$ cat config.mk
export PLATFORM = sky130hd
export DESIGN_NAME = temp_to_dig_avg
export DESIGN_NICKNAME = d
export VERILOG_FILES = /design/src/rtl/temp_to_dig_avg.sv
export SDC_FILE = /design/constraint.sdc
export NUM_CORES = 1
export LEC_CHECK = 0
export ABC_CLOCK_PERIOD_IN_PS = 6600
export CAP_MARGIN = 20
export CORE_MARGIN = 2
export CORE_UTILIZATION = 45
export CTS_CLUSTER_DIAMETER = 120
export DETAILED_ROUTE_END_ITERATION = 7
export GPL_ROUTABILITY_DRIVEN = 0
export GPL_TIMING_DRIVEN = 0
export SYNTH_ARGS = -nofsm -noshare
export SYNTH_HDL_FRONTEND = slang
export SYNTH_SLANG_ARGS = --single-unit
$ cat constraint.sdc
create_clock -name clk -period 6.6 [get_ports clk]
set_clock_uncertainty 0.15 [all_clocks]
set_input_delay 1.32 -clock clk [delete_from_list [all_inputs] [get_ports clk]]
set_output_delay 1.32 -clock clk [all_outputs]
set_load 0.01 [all_outputs]
$ cat src/rtl/temp_to_dig_avg.sv
// Temperature-to-digital converter with sample averaging.
// Drives the relaxation-oscillator discharge pulse, times each charge phase
// until the comparator rises (or the counter saturates), and publishes the
// truncated mean of 2^AVG_LOG2 charge times with a one-cycle valid strobe.
module temp_to_dig_avg #(
    parameter int unsigned CNT_W       = 8,
    parameter int unsigned AVG_LOG2    = 2,
    parameter int unsigned SYNC_STAGES = 2,
    parameter int unsigned RST_CYCLES  = 4
) (
    input  logic             clk,
    input  logic             rst_n,
    input  logic             analog_out,
    input  logic             enable,
    output logic [CNT_W-1:0] b,
    output logic             valid,
    output logic             ovf,
    output logic             RESET,
    output logic             busy
);

    localparam int unsigned ACC_W       = CNT_W + AVG_LOG2;
    localparam int unsigned IDX_W       = (AVG_LOG2 > 0) ? AVG_LOG2 : 1;
    localparam int unsigned RC_W        = (RST_CYCLES > 1) ? $clog2(RST_CYCLES) : 1;
    localparam int unsigned NUM_SAMPLES = 1 << AVG_LOG2;

    typedef enum logic [1:0] {
        IDLE      = 2'd0,
        DISCHARGE = 2'd1,
        CHARGE    = 2'd2
    } state_t;

    state_t                 state;
    logic [SYNC_STAGES-1:0] sync_q;
    logic                   prev;
    logic [CNT_W-1:0]       counter;
    logic [RC_W-1:0]        rst_cnt;
    logic [ACC_W-1:0]       acc;
    logic [IDX_W-1:0]       idx;
    logic                   sat_any;

    logic                   rise_c;
    logic                   timeout_c;
    logic                   done_c;
    logic                   sat_flag_c;
    logic                   last_c;
    logic [CNT_W-1:0]       sample_c;
    logic [ACC_W-1:0]       sum_c;

    // Bring the comparator into the clock domain and keep its delayed copy for edge detection
    always_ff @(posedge clk or negedge rst_n) begin
        if (!rst_n) begin
            sync_q <= '0;
            prev   <= 1'b0;
        end else begin
            sync_q <= {sync_q[SYNC_STAGES-2:0], analog_out};
            prev   <= sync_q[SYNC_STAGES-1];
        end
    end

    // Sample completion: a rising edge wins over the saturation timeout
    always_comb begin
        rise_c     = sync_q[SYNC_STAGES-1] & ~prev;
        timeout_c  = (counter == {CNT_W{1'b1}});
        done_c     = (state == CHARGE) && (rise_c || timeout_c);
        sat_flag_c = !rise_c && timeout_c;
        sample_c   = rise_c ? counter : {CNT_W{1'b1}};
        sum_c      = acc + ACC_W'(sample_c);
        last_c     = (idx == IDX_W'(NUM_SAMPLES - 1));
    end

    // Conversion sequencer with registered discharge pulse, busy and result outputs
    always_ff @(posedge clk or negedge rst_n) begin
        if (!rst_n) begin
            state   <= IDLE;
            counter <= '0;
            rst_cnt <= '0;
            acc     <= '0;
            idx     <= '0;
            sat_any <= 1'b0;
            b       <= '0;
            valid   <= 1'b0;
            ovf     <= 1'b0;
            RESET   <= 1'b0;
            busy    <= 1'b0;
        end else begin
            valid <= 1'b0;
            if (!enable) begin
                // Abort: drop the partial average, keep the last published result
                state   <= IDLE;
                counter <= '0;
                rst_cnt <= '0;
                acc     <= '0;
                idx     <= '0;
                sat_any <= 1'b0;
                RESET   <= 1'b0;
                busy    <= 1'b0;
            end else begin
                case (state)
                    IDLE: begin
                        state   <= DISCHARGE;
                        counter <= '0;
                        rst_cnt <= '0;
                        RESET   <= 1'b1;
                        busy    <= 1'b1;
                    end
                    DISCHARGE: begin
                        counter <= '0;
                        if (rst_cnt == RC_W'(RST_CYCLES - 1)) begin
                            state <= CHARGE;
                            RESET <= 1'b0;
                        end else begin
                            rst_cnt <= rst_cnt + 1'b1;
                        end
                    end
                    CHARGE: begin
                        if (done_c) begin
                            state   <= DISCHARGE;
                            counter <= '0;
                            rst_cnt <= '0;
                            RESET   <= 1'b1;
                            if (last_c) begin
                                b       <= CNT_W'(sum_c >> AVG_LOG2);
                                ovf     <= sat_any | sat_flag_c;
                                valid   <= 1'b1;
                                acc     <= '0;
                                idx     <= '0;
                                sat_any <= 1'b0;
                            end else begin
                                acc     <= sum_c;
                                idx     <= idx + 1'b1;
                                sat_any <= sat_any | sat_flag_c;
                            end
                        end else begin
                            counter <= counter + 1'b1;
                        end
                    end
                    default: begin
                        state <= IDLE;
                        RESET <= 1'b0;
                        busy  <= 1'b0;
                    end
                endcase
            end
        end
    end

endmodule

* After elaboration in Yosys (flattened, before gate mapping) *
Index checks and enable logic that the tools add are counted.

cells by class
  $add $sub $neg = 4
  $mul = 0
  div/mod/pow operators = 0
  magnitude comparators = 0
  equality and inequality tests = 13
  shift operators = 0
  mux-type cells = 34
  bitwise logic cells = 3
  reductions and logical operators = 11

operators by type and width
  operator             number
  $mux 10              4
  $mux 8               3
  $mux 2               10
  $pmux 8 s2           1
  $mux 1               12
  $pmux 2 s3           2
  $add 10x8->10        1
  $ne 3x3->1 const B   3
  $add 8x1->8 const B  1
  $eq 8x8->1 const B   1
  $eq 2x2->1 const B   3
  $add 2x1->2 const B  2
  $ne 2x1->1 const B   2
  $ne 4x1->1 const B   1
  $reduce_and 2->1     2
  $reduce_and 4->1     1
  $reduce_or 2->1      2
  $ne 3x2->1 const B   1
  $pmux 1 s3           1
  $reduce_and 3->1     1
  $eq 2x1->1 const B   1
  $logic_and 1x1->1    2
  $logic_not 2->1      1
  $ne 2x2->1 const B   1
  6 further kinds      6

storage, ports and cells
  flip-flop bits (word level) = 40
  latch bits = 0
  bits in writable memories = 0
  memory bits (read-only) = 0
  input bits = 4
  output and inout port bits = 12
  word-level logic and storage cells = 78
  memories = 0

* Longest topological paths before layout *
  depth in word-level cells = 9
  mapped depth = 10
  gate-level depth less buffers = 9

* Worst setup path after synthesis *
Ideal clock, no wire load.

  kind = register to register
  start = reg sync_q[1]
  end = reg b[4]
  data arrival time = 2.250 ns
  slack = 4.075 ns
  stages on the path, launching flop included = 11
  buffers on the path = 1
  period minus slack after synthesis = 2.525 ns
  cells stage by stage = dfrtp_1 > nor2b_1 > clkbuf_2 > nand2b_1 > ha_1 > fa_1 > a21o_1 > a21oi_1 > o21ai_0 > xor2_1 > mux2_2

on the way
  cells in the longest elaborated chain, start to end = 4

ends and longest elaborated chain
  what                                                                   RTL line  source
  start: declaration                                                     34        logic [SYNC_STAGES-1:0] sync_q;
  start signal: assignment                                               56        sync_q <= {sync_q[SYNC_STAGES-2:0], analog_out};
  $and 1x1->1 *                                                          63        rise_c = sync_q[SYNC_STAGES-1] & ~prev;
  parallel branches: the longest is 3 deep, another holds $add 10x8->10  -
  end signal: assignment                                                 123       b <= CNT_W'(sum_c >> AVG_LOG2);
  end: declaration                                                       15        output logic [CNT_W-1:0] b,

Every way passes the cells marked *.
A chain may end at the register's enable or synchronous reset.

* Final worst setup path *
  start = in enable
  end = reg b[0]

on the way
  cells in the longest elaborated chain, start to end = 1

ends and longest elaborated chain
  what                               RTL line  source
  start: declaration                 14        input logic enable,
  $reduce_and 4->1 (no source line)  -

No other way between the ends.

==> flow_metrics.env <==
export IMPL_dp_hpwl_mm=2.94
export IMPL_max_slew_margin_pct=43.9
export IMPL_grt_pass1_wl_mm=7.29
export IMPL_dp_cells=260
export IMPL_detail_route_antenna_nets=0
export IMPL_end_kind="register"
export IMPL_yosysSeqAreaShare_pct=46.3
export IMPL_min_period_ns=3.12
export IMPL_antenna_found_initial=0
export IMPL_crit_arrival_ns=3.15
export IMPL_via_count=1502
export IMPL_diodes=0
export IMPL_h_tree_depth=2
export IMPL_cp_max_fo=10
export IMPL_synth_top_family_by_area="compound AO/OA/AOI/OAI gates"
export IMPL_syn_to_final_growth_pct=13.8
export IMPL_synth_edf_count=0
export IMPL_cp_required_ns=6.62
export IMPL_drc=0
export IMPL_final_area_sq_um=2400
export IMPL_grt_overflow_total=0
export IMPL_initial_utilization_pct=47.4
export IMPL_finalCritPeriodShare_pct=47.3
export IMPL_io_pins=16
export IMPL_power_density_nw_per_um2=239
export IMPL_die_area_sq_um=5250
export IMPL_finish_net_count=235
export IMPL_setup_violations=0
export IMPL_cts_sinks=39
export IMPL_io_buffer_count=15
export IMPL_worst_pin_slew_ns=0.841
export IMPL_rsz0062_at_grt="false"
export IMPL_via_per_inst=5.60
export IMPL_synth_cell_types=44
export IMPL_post_drt_wl_per_cell_microns=15.3
export IMPL_coreArea_sq_um=4440
export IMPL_grt_pass1_vias=1600
export IMPL_tritoncts="yes"
export IMPL_die_h_microns=72.4
export IMPL_rows=24
export IMPL_first_pass_iters=4
export IMPL_final_layout_size_suffix_gt1_share_pct=13.4
export IMPL_synth_mux_area_fraction_pct=6.77
export IMPL_cts_setup_buffers=0
export IMPL_synth_compound_area_share_pct=17.7
export IMPL_drtIter0Drc=41
export IMPL_leakage_uw=0.00111
export IMPL_async_flop_share_pct=100
export IMPL_fmax_mhz=320
export IMPL_grtUsageTotal_pct=17.9
export IMPL_synth_xor_area_share_pct=3.32
export IMPL_dieWidth_microns=72.4
export IMPL_hold_viol=0
export IMPL_nFillCells=397
export IMPL_grt_max_degree=40
export IMPL_cts_made_buffers=5
export IMPL_start_kind="input port"
export IMPL_syn_area_per_cell_sq_um=10.9
export IMPL_cts_hold_buf=0
export IMPL_utilization_pct=54.0
export IMPL_clkLatencyLatePin_ns=0.29
export IMPL_status="completed"
export IMPL_fin_cells=268
export IMPL_place_area_sq_um=2320
export IMPL_cts_resized=0
export IMPL_wirelength_mm=4.10
export IMPL_clockBufferDepth=2
export IMPL_path_class="input port to register"
export IMPL_yosys_warnings=0
export IMPL_hp_class="register to register"
export IMPL_post_synth_fa_ha_maj_area_fraction_pct=9.85
export IMPL_peakVddDrop_mv=0.135
export IMPL_fin_tns_setup_ns=0
export IMPL_synth_simple_area_share_pct=14.3
export IMPL_netlist_area_sq_um=2110
export IMPL_synth_main_ff_cell="dfrtp_1"
export IMPL_syn_num_nets=213
export IMPL_synthCells=193
export IMPL_cap_violations=0
export IMPL_ys_ff_latch=39
export IMPL_cts_root_buf="clkbuf_8"
export IMPL_clk_pin_slew_worst_paths_ns=0.08
export IMPL_drv_slew=0
==> cell usage in the layout, fill, tap and decap left out, types with 4 or more instances in the layout <==
cell type	instances
a21o_1	4
a21oi_1	9
a22o_1	10
a31oi_1	4
clkbuf_8	5
clkdlybuf4s50_1	14
dfrtp_1	39
ha_1	15
mux2_2	10
nand2_1	16
nand2b_1	12
nand3_1	4
nor2_1	6
o21ai_0	16
xnor2_1	5
==> layout make-up <==
class                   count  area (sq um)  share of cell area [%]
multi-input cells         147          1090                    45.6
flip-flops and latches     39           976                    40.7
repair buffers             15           145                    6.05
clock buffers               7          76.3                    3.18
well taps                  52          65.1                    2.71
plain buffers               4          26.3                    1.09
inverters                   3          11.3                   0.469
clock inverters             1          5.00                   0.209
==> logic make-up after synthesis <==
group / Yosys count
AO/OA/AOI/OAI: 55
XOR/XNOR: 8
adder cells (fa/ha/maj): 16
buffers and inverters: 7
flip-flops: 39
multiplexers: 13
AND/OR/NAND/NOR: 55
==> cell usage after synthesis, types with 4 or more instances <==
library cell,number,area share (%)
dfrtp_1,39,46
nand2_1,16,2.8
o21ai_0,16,3.8
ha_1,15,8.9
nand2b_1,12,3.6
a22o_1,10,4.2
mux2_2,10,5.3
a21oi_1,9,2.1
nor2_1,6,1.1
xnor2_1,5,2.1
a21o_1,4,1.4
a31oi_1,4,1.2
nand3_1,4,0.95
==> where the power goes <==
part	internal, uW	total, uW	switching (uW)
clock	74.3	158	83.8
combinational	65.5	146	80.5
sequential	255	270	14.4
total	395	574	179
==> metrics by stage <==
| stage | hold WS [ns] | setup slack, ns | total power (uW) |
|---|---|---|---|
| after global placement | 0.183 | 3.17 | 416 |
| after global routing | 0.226 | 3.32 | 614 |
| after floorplan | 0.181 | 4.07 | 377 |
| final | 0.203 | 3.48 | 574 |
| after CTS | 0.205 | 3.46 | 579 |
| after detailed placement | 0.187 | 3.15 | 421 |
==> registers in the layout (all words and copies together) (netlist names), 2 cells and up <==
signal / count
counter: 8
b: 8
rst_cnt: 2
acc: 10
sync_q: 2
idx: 2
==> worst paths after layout <==
path	startpoint	end	slack, ns	depth (start not counted)
worst max register to register	sync_q[1]$_DFF_PN0_	b[4]$_DFFE_PN0P_	3.81	10
max in group asynchronous	rst_n	counter[6]$_DFFE_PN0P_	4.78	1
worst max-delay path	enable	b[0]$_DFFE_PN0P_	3.48	5
min in group asynchronous	rst_n	b[1]$_DFFE_PN0P_	0.98	1
worst min register to register	sync_q[0]$_DFF_PN0_	sync_q[1]$_DFF_PN0_	0.20	0
worst min-delay path	sync_q[0]$_DFF_PN0_	sync_q[1]$_DFF_PN0_	0.20	0
==> layer usage <==
metal | global-route usage, % | part of all wire, % | vias to the layer above
met5 | 0 | 0 | -
met4 | 6.38 | 2.4 | 0
met3 | 3.75 | 2.1 | 8
met2 | 31.4 | 50 | 22
met1 | 21.8 | 45 | 719
li1 | - | - | 753
==> critical path, stage by stage <==
cell             delay [ns]
clkdlybuf4s50_1        0.61
and2_1                 0.24
nand2_1                0.10
nor2_2                 0.46
mux2_2                 0.40
Power figures use the tool's default switching activity.
==> RTL edit, RTL diff (same flow settings) <==
Register the output `b` once more; this adds one clock of latency there. The other outputs are not delayed to match.
--- a/src/rtl/temp_to_dig_avg.sv
+++ b/src/rtl/temp_to_dig_avg.sv
@@ -29,6 +29,8 @@
         DISCHARGE = 2'd1,
         CHARGE    = 2'd2
     } state_t;
+
+    logic [CNT_W-1:0] b_s0;
 
     state_t                 state;
     logic [SYNC_STAGES-1:0] sync_q;
@@ -78,7 +80,7 @@
             acc     <= '0;
             idx     <= '0;
             sat_any <= 1'b0;
-            b       <= '0;
+            b_s0    <= '0;
             valid   <= 1'b0;
             ovf     <= 1'b0;
             RESET   <= 1'b0;
@@ -120,7 +122,7 @@
                             rst_cnt <= '0;
                             RESET   <= 1'b1;
                             if (last_c) begin
-                                b       <= CNT_W'(sum_c >> AVG_LOG2);
+                                b_s0    <= CNT_W'(sum_c >> AVG_LOG2);
                                 ovf     <= sat_any | sat_flag_c;
                                 valid   <= 1'b1;
                                 acc     <= '0;
@@ -145,5 +147,9 @@
         end
     end
 
+    always_ff @(posedge clk) begin
+        b <= b_s0;
+    end
+
 endmodule
 
Function: no difference found for any inputs over 10 cycles, from zero or initial values and one cycle with rst_n low; that may be too few to reach the edited logic, so the function may still have changed.
==> RTL edit against the unedited design <==
  * Area after synthesis is 8.1% higher
  * Sequential share of layout area rose by 3.5 points
  * Highest routed layer unchanged
  * Cell area up 7.3%
  * Power grew 9.4%
  * Sequential cell count rose by 8
  * Worst setup slack improved by 0.14 ns
  * Wire length shrank 2.8%
  * Global-route usage shrank 1.9 points
==> RTL edit: results (changes against the unedited design) <==
| Metric | Value |
|---|---|
| M2 GR Usage | 26.90% (-4.5 points) |
| Top post-synthesis cells by area | dfrtp_1 43%, ha_1 8.2%, dfxtp_1 7.0%, mux2_2 5.4%, a22o_1 3.8% |
| Syn nets | 216 (+1.4%) |
| Diode count | 0 (unchanged) |
| Tot GR Track Use | 16.00% (-1.9 points) |
| GR Util met3 | 4.016% (+0.27 points) |
| Max stage delay cell, worst path | nor2b_1 |
| Avg WL per Cell | 14.04 um (-8.3%) |
| Yosys warns | 0 (unchanged) |
| PortBufs | 14 (-1) |
| VDD IR max | 0.1151 mV (-15%) |
| Cell family with most CP delay | adder cells |
| Synth cell types | 42 (-4.5%) |
| Least-Margin Pin Slew | 0.8576 ns (+0.01687 ns) |
| CP arrival | 3.00 ns (-0.15 ns) |
| First-pass GRT wire length | 6.803 mm (-6.7%) |
| Drt initial violations | 54 (+32%) |
| Met1 GRT Util | 20.26% (-1.5 points) |
| Leak | 0.001165 uW (+4.8%) |
| Placed cell area | 2499 um^2 (+7.8%) |
| Crit start category | flip-flop |
| Initial antenna violation count | 0 (unchanged) |
| Post-synthesis async set-or-reset flop share | 82.98% (-17 points) |
| Synth cell count leaders | 39 x dfrtp_1, 15 x ha_1, 13 x nand2_1, 12 x o21ai_0, 11 x mux2_2 |
| Vias in the first global route | 1499 (-6.3%) |
| PD cells | 243.7 nW/um^2 (+2.0%) |
| Worst-path fanout max | 9 (-1) |
| Crit path largest cell delay | 0.51 ns (-0.10 ns) |
| R2R cell count | 9 (-1) |
| Seq/Total Area, Yosys | 49.84% (+3.5 points) |
| Hpwl dp | 2.884 mm (-2.0%) |
| Vias per cell | 5.335 (-4.8%) |
| CTS buffer count | 5 (unchanged) |
| Share of cells above drive strength 1 | 13.36% (-0.062 points) |
| Nets@finish | 237 (+0.85%) |
| Fillers | 442 (+11%) |
| Status | complete, no violations |
RTL edit: cell count changes after synthesis, moves of 3 or more:
cell / change
dfxtp_1: +8
nor2_1: +4
o21ai_0: -4
a31oi_1: -3
nand2_1: -3
nor2b_1: +3
RTL edit: stage by stage:
stage / worst slack [ns] / total power, uW / cells
after floorplan: 3.965 / 433.4 / 196
after global placement: 3.161 / 470.4 / 277
after detailed placement: 3.605 / 476.6 / 277
after CTS: 3.581 / 636.5 / 284
after global routing: 3.408 / 670.2 / 284
final: 3.621 / 627.6 / 284
RTL edit: cell families after synthesis:
| kind of cell | after synthesis | synth area share, % |
|---|---|---|
| muxes | 15 | 7.190 |
| xor gates and xnor gates | 10 | 3.842 |
| buffers and inverters | 9 | 2.086 |
| and+or+nand+nor | 52 | 13.23 |
| adders and majority gates | 16 | 9.111 |
| AOI/OAI and AO/OA | 47 | 14.71 |
| DFF | 47 | 49.84 |
RTL edit: worst reg2reg max path, cell delays in order (launching register included):
cell,delay [ns]
dfrtp_1,0.36
nor2b_1,0.51
nand2b_1,0.12
ha_1,0.25
fa_1,0.42
a21o_1,0.18
a21oi_1,0.27
o21ai_0,0.17
xor2_1,0.17
mux2_2,0.27
RTL edit: cell type report:
class,count,share of cell area (%)
Inverter,5,0.7289
Buffer,4,1.118
Sequential cell,47,44.12
Tap cell,67,3.256
Clock buffer,7,2.964
Multi-Input combinational cell,140,42.57
Timing Repair Buffer,14,5.248
RTL edit: path summary, 6_finish.rpt:
| check | startpoint | end | slack [ns] |
|---|---|---|---|
| min in group asynchronous | rst_n | counter[0] | 0.99 |
| worst min-delay path | sync_q[0] | sync_q[1] | 0.21 |
| worst max register to register | sync_q[1] | b_s0[4] | 3.62 |
| max in group asynchronous | rst_n | acc[4] | 4.78 |
| worst max-delay path | sync_q[1] | b_s0[4] | 3.62 |
| worst min register to register | sync_q[0] | sync_q[1] | 0.21 |
RTL edit: where the power goes:
group / internal, uW / leakage [uW] / switching (uW)
Combinational: 66.9 / 0.000529 / 84.7
Clock: 73.0 / 0.0000383 / 86.3
Sequential: 303 / 0.000598 / 13.5
RTL edit: layer usage:
layer / vias to the layer above / routed length [um]
met1: 754 / 1836
li1: 734 / -
met3: 5 / 116
met4: 0 / 55
met2: 22 / 1978
met5: - / 0
